`src/rtl/dbf_fine_apod.sv`:
```
// ---------------------------------------------------------------------------
// dbf_fine_apod
// Per-channel digital beamformer stage that sits behind the coarse-delay
// block. Each accepted sample is linearly interpolated with the previous
// accepted sample using a fractional delay looked up per focal zone, then
// weighted by the apodisation coefficient and passed to the beam summer.
//
// Ports:
//   clk            system clock
//   rst_n          synchronous reset, active HIGH despite the name
//   start          receive window active; dropping it flushes the channel
//   tx_en          transmit active, input samples are ignored while high
//   fine_din       signed coarse-delayed sample
//   fine_din_valid qualifier for fine_din
//   apo_din        signed apodisation weight taken with the accepted sample
//   lut_addr       fine-delay LUT write address
//   lut_wdata      fraction written into the LUT
//   lut_we         LUT write enable (allowed at any time)
//   dout           signed interpolated and apodised sample, zero when idle
//   dout_valid     qualifier for dout, three cycles after the accepted sample
// ---------------------------------------------------------------------------
module dbf_fine_apod #(
    parameter int INPUT_WD = 14,
    parameter int FRAC_WD  = 4,
    parameter int APO_WD   = 16,
    parameter int ADDR_WD  = 8,
    parameter int ZONE_LEN = 64,
    parameter int OUT_WD   = 32
) (
    input  logic                       clk,
    input  logic                       rst_n,
    input  logic                       start,
    input  logic                       tx_en,
    input  logic signed [INPUT_WD-1:0] fine_din,
    input  logic                       fine_din_valid,
    input  logic signed [APO_WD-1:0]   apo_din,
    input  logic [ADDR_WD-1:0]         lut_addr,
    input  logic [FRAC_WD-1:0]         lut_wdata,
    input  logic                       lut_we,
    output logic signed [OUT_WD-1:0]   dout,
    output logic                       dout_valid
);

    localparam int DEPTH    = 1 << ADDR_WD;
    localparam int DIFF_WD  = INPUT_WD + 1;
    localparam int PROD_WD  = DIFF_WD + FRAC_WD + 1;
    localparam int MUL_WD   = DIFF_WD + APO_WD;
    localparam int CNT_WD   = (ZONE_LEN > 1) ? $clog2(ZONE_LEN) : 1;
    localparam logic [CNT_WD-1:0] CNT_LAST = CNT_WD'(ZONE_LEN - 1);

    typedef enum logic [1:0] {
        IDLE,
        PRIME,
        RUN
    } state_t;

    state_t                     state_q, state_d;
    logic signed [INPUT_WD-1:0] x_prev_q, x_prev_d;
    logic [CNT_WD-1:0]          zone_cnt_q, zone_cnt_d;
    logic [ADDR_WD-1:0]         zone_addr_q, zone_addr_d;

    logic                       s1_valid_q, s1_valid_d;
    logic signed [INPUT_WD-1:0] s1_x_q, s1_x_d;
    logic signed [DIFF_WD-1:0]  s1_diff_q, s1_diff_d;
    logic [FRAC_WD-1:0]         s1_frac_q, s1_frac_d;
    logic signed [APO_WD-1:0]   s1_apo_q, s1_apo_d;

    logic                       s2_valid_q, s2_valid_d;
    logic signed [DIFF_WD-1:0]  s2_interp_q, s2_interp_d;
    logic signed [APO_WD-1:0]   s2_apo_q, s2_apo_d;

    logic                       dout_valid_q, dout_valid_d;
    logic signed [OUT_WD-1:0]   dout_q, dout_d;

    logic [FRAC_WD-1:0]         lut_q [DEPTH];
    logic [FRAC_WD-1:0]         lut_d [DEPTH];

    logic                       acc;
    logic [FRAC_WD-1:0]         frac_rd;
    logic signed [DIFF_WD-1:0]  diff_calc;
    logic signed [PROD_WD-1:0]  diff_ext;
    logic signed [PROD_WD-1:0]  frac_ext;
    logic signed [PROD_WD-1:0]  prod;
    logic signed [PROD_WD-1:0]  prod_shift;
    logic signed [DIFF_WD-1:0]  interp_calc;
    logic signed [MUL_WD-1:0]   interp_ext;
    logic signed [MUL_WD-1:0]   apo_ext;
    logic signed [MUL_WD-1:0]   mul_full;

    // LUT write port; the register array is deliberately left out of reset
    always_comb begin
        lut_d = lut_q;
        if (lut_we) begin
            lut_d[lut_addr] = lut_wdata;
        end
    end

    always_ff @(posedge clk) begin
        lut_q <= lut_d;
    end

    // Datapath arithmetic. The fraction is zero-extended so the multiply
    // stays signed; the arithmetic shift floors toward minus infinity, and
    // the interpolated value always lies between the two samples so the
    // low DIFF_WD bits hold it exactly.
    always_comb begin
        acc         = start & ~tx_en & fine_din_valid;
        frac_rd     = lut_q[zone_addr_q];
        diff_calc   = {x_prev_q[INPUT_WD-1], x_prev_q} - {fine_din[INPUT_WD-1], fine_din};
        diff_ext    = {{(FRAC_WD + 1){s1_diff_q[DIFF_WD-1]}}, s1_diff_q};
        frac_ext    = {{(DIFF_WD + 1){1'b0}}, s1_frac_q};
        prod        = diff_ext * frac_ext;
        prod_shift  = prod >>> FRAC_WD;
        interp_calc = prod_shift[DIFF_WD-1:0] + {s1_x_q[INPUT_WD-1], s1_x_q};
        interp_ext  = {{APO_WD{s2_interp_q[DIFF_WD-1]}}, s2_interp_q};
        apo_ext     = {{DIFF_WD{s2_apo_q[APO_WD-1]}}, s2_apo_q};
        mul_full    = interp_ext * apo_ext;
    end

    // Control and pipeline next-state. The zone counter advances on every
    // accepted sample (the primed one included) and bumps the zone address
    // on wrap, so sample k reads the fraction of zone k / ZONE_LEN. Dropping
    // start overrides everything and flushes the in-flight samples.
    always_comb begin
        state_d      = state_q;
        x_prev_d     = x_prev_q;
        zone_cnt_d   = zone_cnt_q;
        zone_addr_d  = zone_addr_q;
        s1_valid_d   = 1'b0;
        s1_x_d       = s1_x_q;
        s1_diff_d    = s1_diff_q;
        s1_frac_d    = s1_frac_q;
        s1_apo_d     = s1_apo_q;
        s2_valid_d   = s1_valid_q;
        s2_interp_d  = interp_calc;
        s2_apo_d     = s1_apo_q;
        dout_valid_d = s2_valid_q;
        dout_d       = s2_valid_q ? OUT_WD'(mul_full) : '0;

        case (state_q)
            IDLE: begin
                if (start) begin
                    state_d = PRIME;
                end
            end
            PRIME: begin
                if (acc) begin
                    x_prev_d   = fine_din;
                    zone_cnt_d = zone_cnt_q + 1'b1;
                    if (zone_cnt_q == CNT_LAST) begin
                        zone_addr_d = zone_addr_q + 1'b1;
                    end
                    state_d = RUN;
                end
            end
            RUN: begin
                if (acc) begin
                    s1_valid_d = 1'b1;
                    s1_x_d     = fine_din;
                    s1_diff_d  = diff_calc;
                    s1_frac_d  = frac_rd;
                    s1_apo_d   = apo_din;
                    x_prev_d   = fine_din;
                    zone_cnt_d = zone_cnt_q + 1'b1;
                    if (zone_cnt_q == CNT_LAST) begin
                        zone_addr_d = zone_addr_q + 1'b1;
                    end
                end
            end
            default: begin
                state_d = IDLE;
            end
        endcase

        if (!start) begin
            state_d      = IDLE;
            zone_cnt_d   = '0;
            zone_addr_d  = '0;
            s1_valid_d   = 1'b0;
            s2_valid_d   = 1'b0;
            dout_valid_d = 1'b0;
            dout_d       = '0;
        end
    end

    always_ff @(posedge clk) begin
        if (rst_n) begin
            state_q      <= IDLE;
            x_prev_q     <= '0;
            zone_cnt_q   <= '0;
            zone_addr_q  <= '0;
            s1_valid_q   <= 1'b0;
            s1_x_q       <= '0;
            s1_diff_q    <= '0;
            s1_frac_q    <= '0;
            s1_apo_q     <= '0;
            s2_valid_q   <= 1'b0;
            s2_interp_q  <= '0;
            s2_apo_q     <= '0;
            dout_valid_q <= 1'b0;
            dout_q       <= '0;
        end else begin
            state_q      <= state_d;
            x_prev_q     <= x_prev_d;
            zone_cnt_q   <= zone_cnt_d;
            zone_addr_q  <= zone_addr_d;
            s1_valid_q   <= s1_valid_d;
            s1_x_q       <= s1_x_d;
            s1_diff_q    <= s1_diff_d;
            s1_frac_q    <= s1_frac_d;
            s1_apo_q     <= s1_apo_d;
            s2_valid_q   <= s2_valid_d;
            s2_interp_q  <= s2_interp_d;
            s2_apo_q     <= s2_apo_d;
            dout_valid_q <= dout_valid_d;
            dout_q       <= dout_d;
        end
    end

    assign dout       = dout_q;
    assign dout_valid = dout_valid_q;

endmodule

```
`config.mk`:
```
export PLATFORM = sky130hd
export DESIGN_NAME = dbf_fine_apod
export DESIGN_NICKNAME = d
export VERILOG_FILES = /design/src/rtl/dbf_fine_apod.sv
export SDC_FILE = /design/constraint.sdc
export NUM_CORES = 2
export LEC_CHECK = 0
export ABC_AREA = 1
export CORE_MARGIN = 3
export CORE_UTILIZATION = 55
export CTS_BUF_LIST = sky130_fd_sc_hd__clkbuf_16
export CTS_CLUSTER_DIAMETER = 120
export CTS_CLUSTER_SIZE = 24
export DETAILED_ROUTE_END_ITERATION = 10
export PLACE_DENSITY = 0.82
export SYNTH_ARGS = -nofsm -noshare
export SYNTH_HDL_FRONTEND = slang
export SYNTH_SLANG_ARGS = --single-unit
```
`constraint.sdc`:
```
create_clock -name clk -period 5.8 [get_ports clk]
set_clock_uncertainty 0.2 [all_clocks]
set_input_delay 1.74 -clock clk [delete_from_list [all_inputs] [get_ports clk]]
set_output_delay 1.74 -clock clk [all_outputs]
set_load 0.05 [all_outputs]
```
==> impl_metrics.yaml <==
run_status:
  status: "finished clean"
placed_design:
  place_congestion: 0.912
  placed_area_mm2: 0.0618
  place_ws_ns: -0.0246
  io_buffers: 80
  dp_hpwl_mm: 91.2
clocking:
  clockRootBuffer: "clkbuf_16"
  cts_made_buffers: 54
  clk_pin_slew_ns: 0.10
  cts_tree: "built"
  cts_htree_levels: 2
  clock_path_buffers: 3
  cts_sinks: 1168
  insertion_delay_ns: 0.72
floorplanning:
  fp-row-count: 120
  num_io_pins: 81
  die_area_mm2: 0.112
  die_h_um: 335
  fp.dieW_um: 335
  core_mm2: 0.107
  initial_core_util_pct: 55.5
power:
  ir_worst_vdd_v: 0.000240
  p_leak_nw: 26.5
  power_density_mw_per_mm2: 216
synthesis:
  synthCells: 6023
  avgSynthCellArea_um2: 9.89
  ys_ff_latch: 1168
  yosys.cell_types.count: 40
  syn_nets: 6487
  ys.warnings.count: 0
  synth_area_mm2: 0.0596
  synth-seq-area-share_pct: 56.4
critical_path:
  required_ns: 6.19
  r2r_start: "s2_apo_q[15]"
  worstSetupStartpoint: "s2_apo_q[15]"
  worstPathArrival_ns: 6.05
  crit_fanout: 8
  critical_path_class: "flop to flop"
  start_kind: "flop"
  endpoint_kind: "flop"
global_route:
  grt_pass1_wl_mm: 219
  grt_usage_pct: 24.9
  grt_max_degree: 233
  grt-ovfl-total: 0
  antenna_found_initial: 1
  grt_pass1_vias: 40900
finish:
  fin_area_mm2: 0.0636
  final_core_util_pct: 59.2
  synthToLayoutAreaGrowth_pct: 6.66
  fin_nets: 6432
  drive_gt1_share_pct: 4.48
  num-fill-cells: 8413
  diodes: 0
route:
  avgViaCountPerCell: 5.70
  vias: 42100
  wirelength_mm: 142
  drtIter0Drc: 4929
  drtAntennaViolNets: 0
  first_pass_iters: 5
  wl_per_cell_um: 19.2
  drcViolationCount: 0
sta:
  post-route-period-util_pct: 97.5
  hold_ws_ns: 0.212
  rsz0062_at_grt: "yes"
  layout_min_cycle_time_ns: 5.66
  finalSetupViolCount: 0
  slew_headroom_pct: 19.0
  tightest_slew_ns: 1.22
  layout_setup_ws_ns: 0.144
  max_freq_mhz: 177
  final-hold-violation-count: 0
  maxSlewViolCount: 0
worst_hold_path:
  worstHoldPathType: "flop to flop"
  hold_start: "s1_valid_q"
job:
  cap_violations: 0
==> cell families (layout without fill, tap and decap cells) <==
logic type               Yosys count  after routing  share of synthesized area (%)
AO/OA/AOI/OAI                    484            484                           4.33
XOR/XNOR                          37             37                          0.544
adder cells (fa/ha/maj)          416            416                           12.1
buffers and inverters            978            943                           6.55
flip-flops                      1168           1168                           56.4
AND/OR/NAND/NOR                 2940           2940                           20.1
==> placed cells by master, fill, tap and decap left out, types with 6 or more instances in the layout <==
master           netlist  routed
a21oi_1              292     285
a21oi_2                0       7
edfxtp_1            1024    1024
nor3_1                14      11
nor2_1               380     376
dfxtp_4                0       6
xnor2_1               19      19
nand3_1              650     649
dfxtp_1              144     119
clkdlybuf4s50_1        0      76
o21a_1                14      14
a21o_1                 9       9
fa_1                 266     263
buf_6                  3       6
ha_1                 150     143
o21bai_1              12      11
buf_4                 24     119
o21ai_0              128     125
nand2_1             1870    1868
buf_12                 0       9
dfxtp_2                0      19
o211ai_1               8       8
clkbuf_16              0      54
nand4_1               11      11
inv_1                652     665
xor2_1                18      18
==> power breakdown <==
part	leakage [nW]	internal [mW]	switching [mW]
clock	0.798	1.71	2.53
combinational	15.3	0.0761	0.259
sequential	10.4	9.13	0.00951
==> worst paths after layout <==
check	endpoint	slack, ns	cells past startpoint
setup reg to reg	dout[22]	0.14	20
setup / recovery	dout[22]	0.14	20
hold / removal	s2_valid_q	0.21	2
hold reg to reg	s2_valid_q	0.21	2
==> metrics by stage <==
stage               power [mW]  std cells  TNS [ns]
finish                    13.7       7391         0
global route              14.1       7391    -0.404
CTS                       13.7       7389         0
detailed placement        9.67       7313   -0.0411
global placement          9.66       7313         0
floorplan                 9.44       6023         0
==> layer usage <==
layer  wire length [um]  GRT usage, %  part of all wire [%]
met1              53600          32.7                    38
met4               7410          12.2                   5.2
met5                  0             0                     0
met3              13100          3.50                   9.2
met2              67500          41.0                    48
==> worst max-delay path, stage by stage, from the launching register on <==
cell and delay [ns]:
dfxtp_2 0.38, buf_4 0.13, nand2_1 0.07, fa_1 0.60
inv_1 0.08, fa_1 0.53, buf_6 0.16, fa_1 0.44
fa_1 0.50, fa_1 0.49, inv_1 0.05, fa_1 0.48
inv_1 0.04, ha_1 0.30, a21oi_1 0.21, o21ai_0 0.12
a21oi_1 0.16, nand3_2 0.15, buf_4 0.17, a21oi_1 0.13
o21a_1 0.19
==> synth_stat cells <==
master	number	area share [%]
inv_2	2	0.013
o21a_1	14	0.18
o221ai_1	1	0.015
o2111ai_1	2	0.029
xor2_1	18	0.26
nor3_2	1	0.017
nor2_1	380	2.4
and3_2	1	0.013
a21boi_0	6	0.076
buf_2	94	0.79
dfxtp_1	144	4.8
inv_1	652	4.1
or2_2	5	0.052
a211oi_1	3	0.038
o21bai_1	12	0.15
o211ai_1	8	0.10
clkinv_1	3	0.019
buf_4	24	0.30
xnor2_1	19	0.28
a21o_1	9	0.11
o21ai_0	128	1.1
o31ai_1	2	0.025
a31oi_1	6	0.063
nor3b_1	2	0.025
clkbuf_1	178	1.1
o31a_1	1	0.015
nand2_2	2	0.021
nand3b_1	2	0.025
buf_1	22	0.14
nand4_4	1	0.036
edfxtp_1	1024	52
nand3_1	650	5.5
ha_1	150	3.1
nor4_1	1	0.011
fa_1	266	8.9
nor3_1	14	0.12
nand2_1	1870	12
buf_6	3	0.057
a21oi_1	292	2.5
nand4_1	11	0.12
==> final cells by class <==
class / instances / area (um2) / share of cell area, %
flip-flops and latches: 1168 / 33700 / 53.0
clock inverters: 22 / 156 / 0.246
clock buffers: 54 / 1350 / 2.13
inverters: 657 / 2480 / 3.90
multi-input cells: 3877 / 22200 / 35.0
repair buffers: 210 / 1900 / 2.99
well taps: 1403 / 1760 / 2.76
==> registers in the layout (all words and copies together) (netlist names), 2 cells and up <==
register     count
dout            31
state_q          2
s1_diff_q       15
s1_frac_q        4
lut_q         1024
zone_addr_q      8
s1_x_q          14
x_prev_q        14
s1_apo_q        16
s2_apo_q        16
zone_cnt_q       6
s2_interp_q     15
==> what timing repair did <==
item,CTS,global route
setup endpoints to repair,5,15
pin swaps,0,9
resized for setup,4,66
hold buffers,0,0
buffers inserted,0,2
Power figures use the tool's default switching activity.
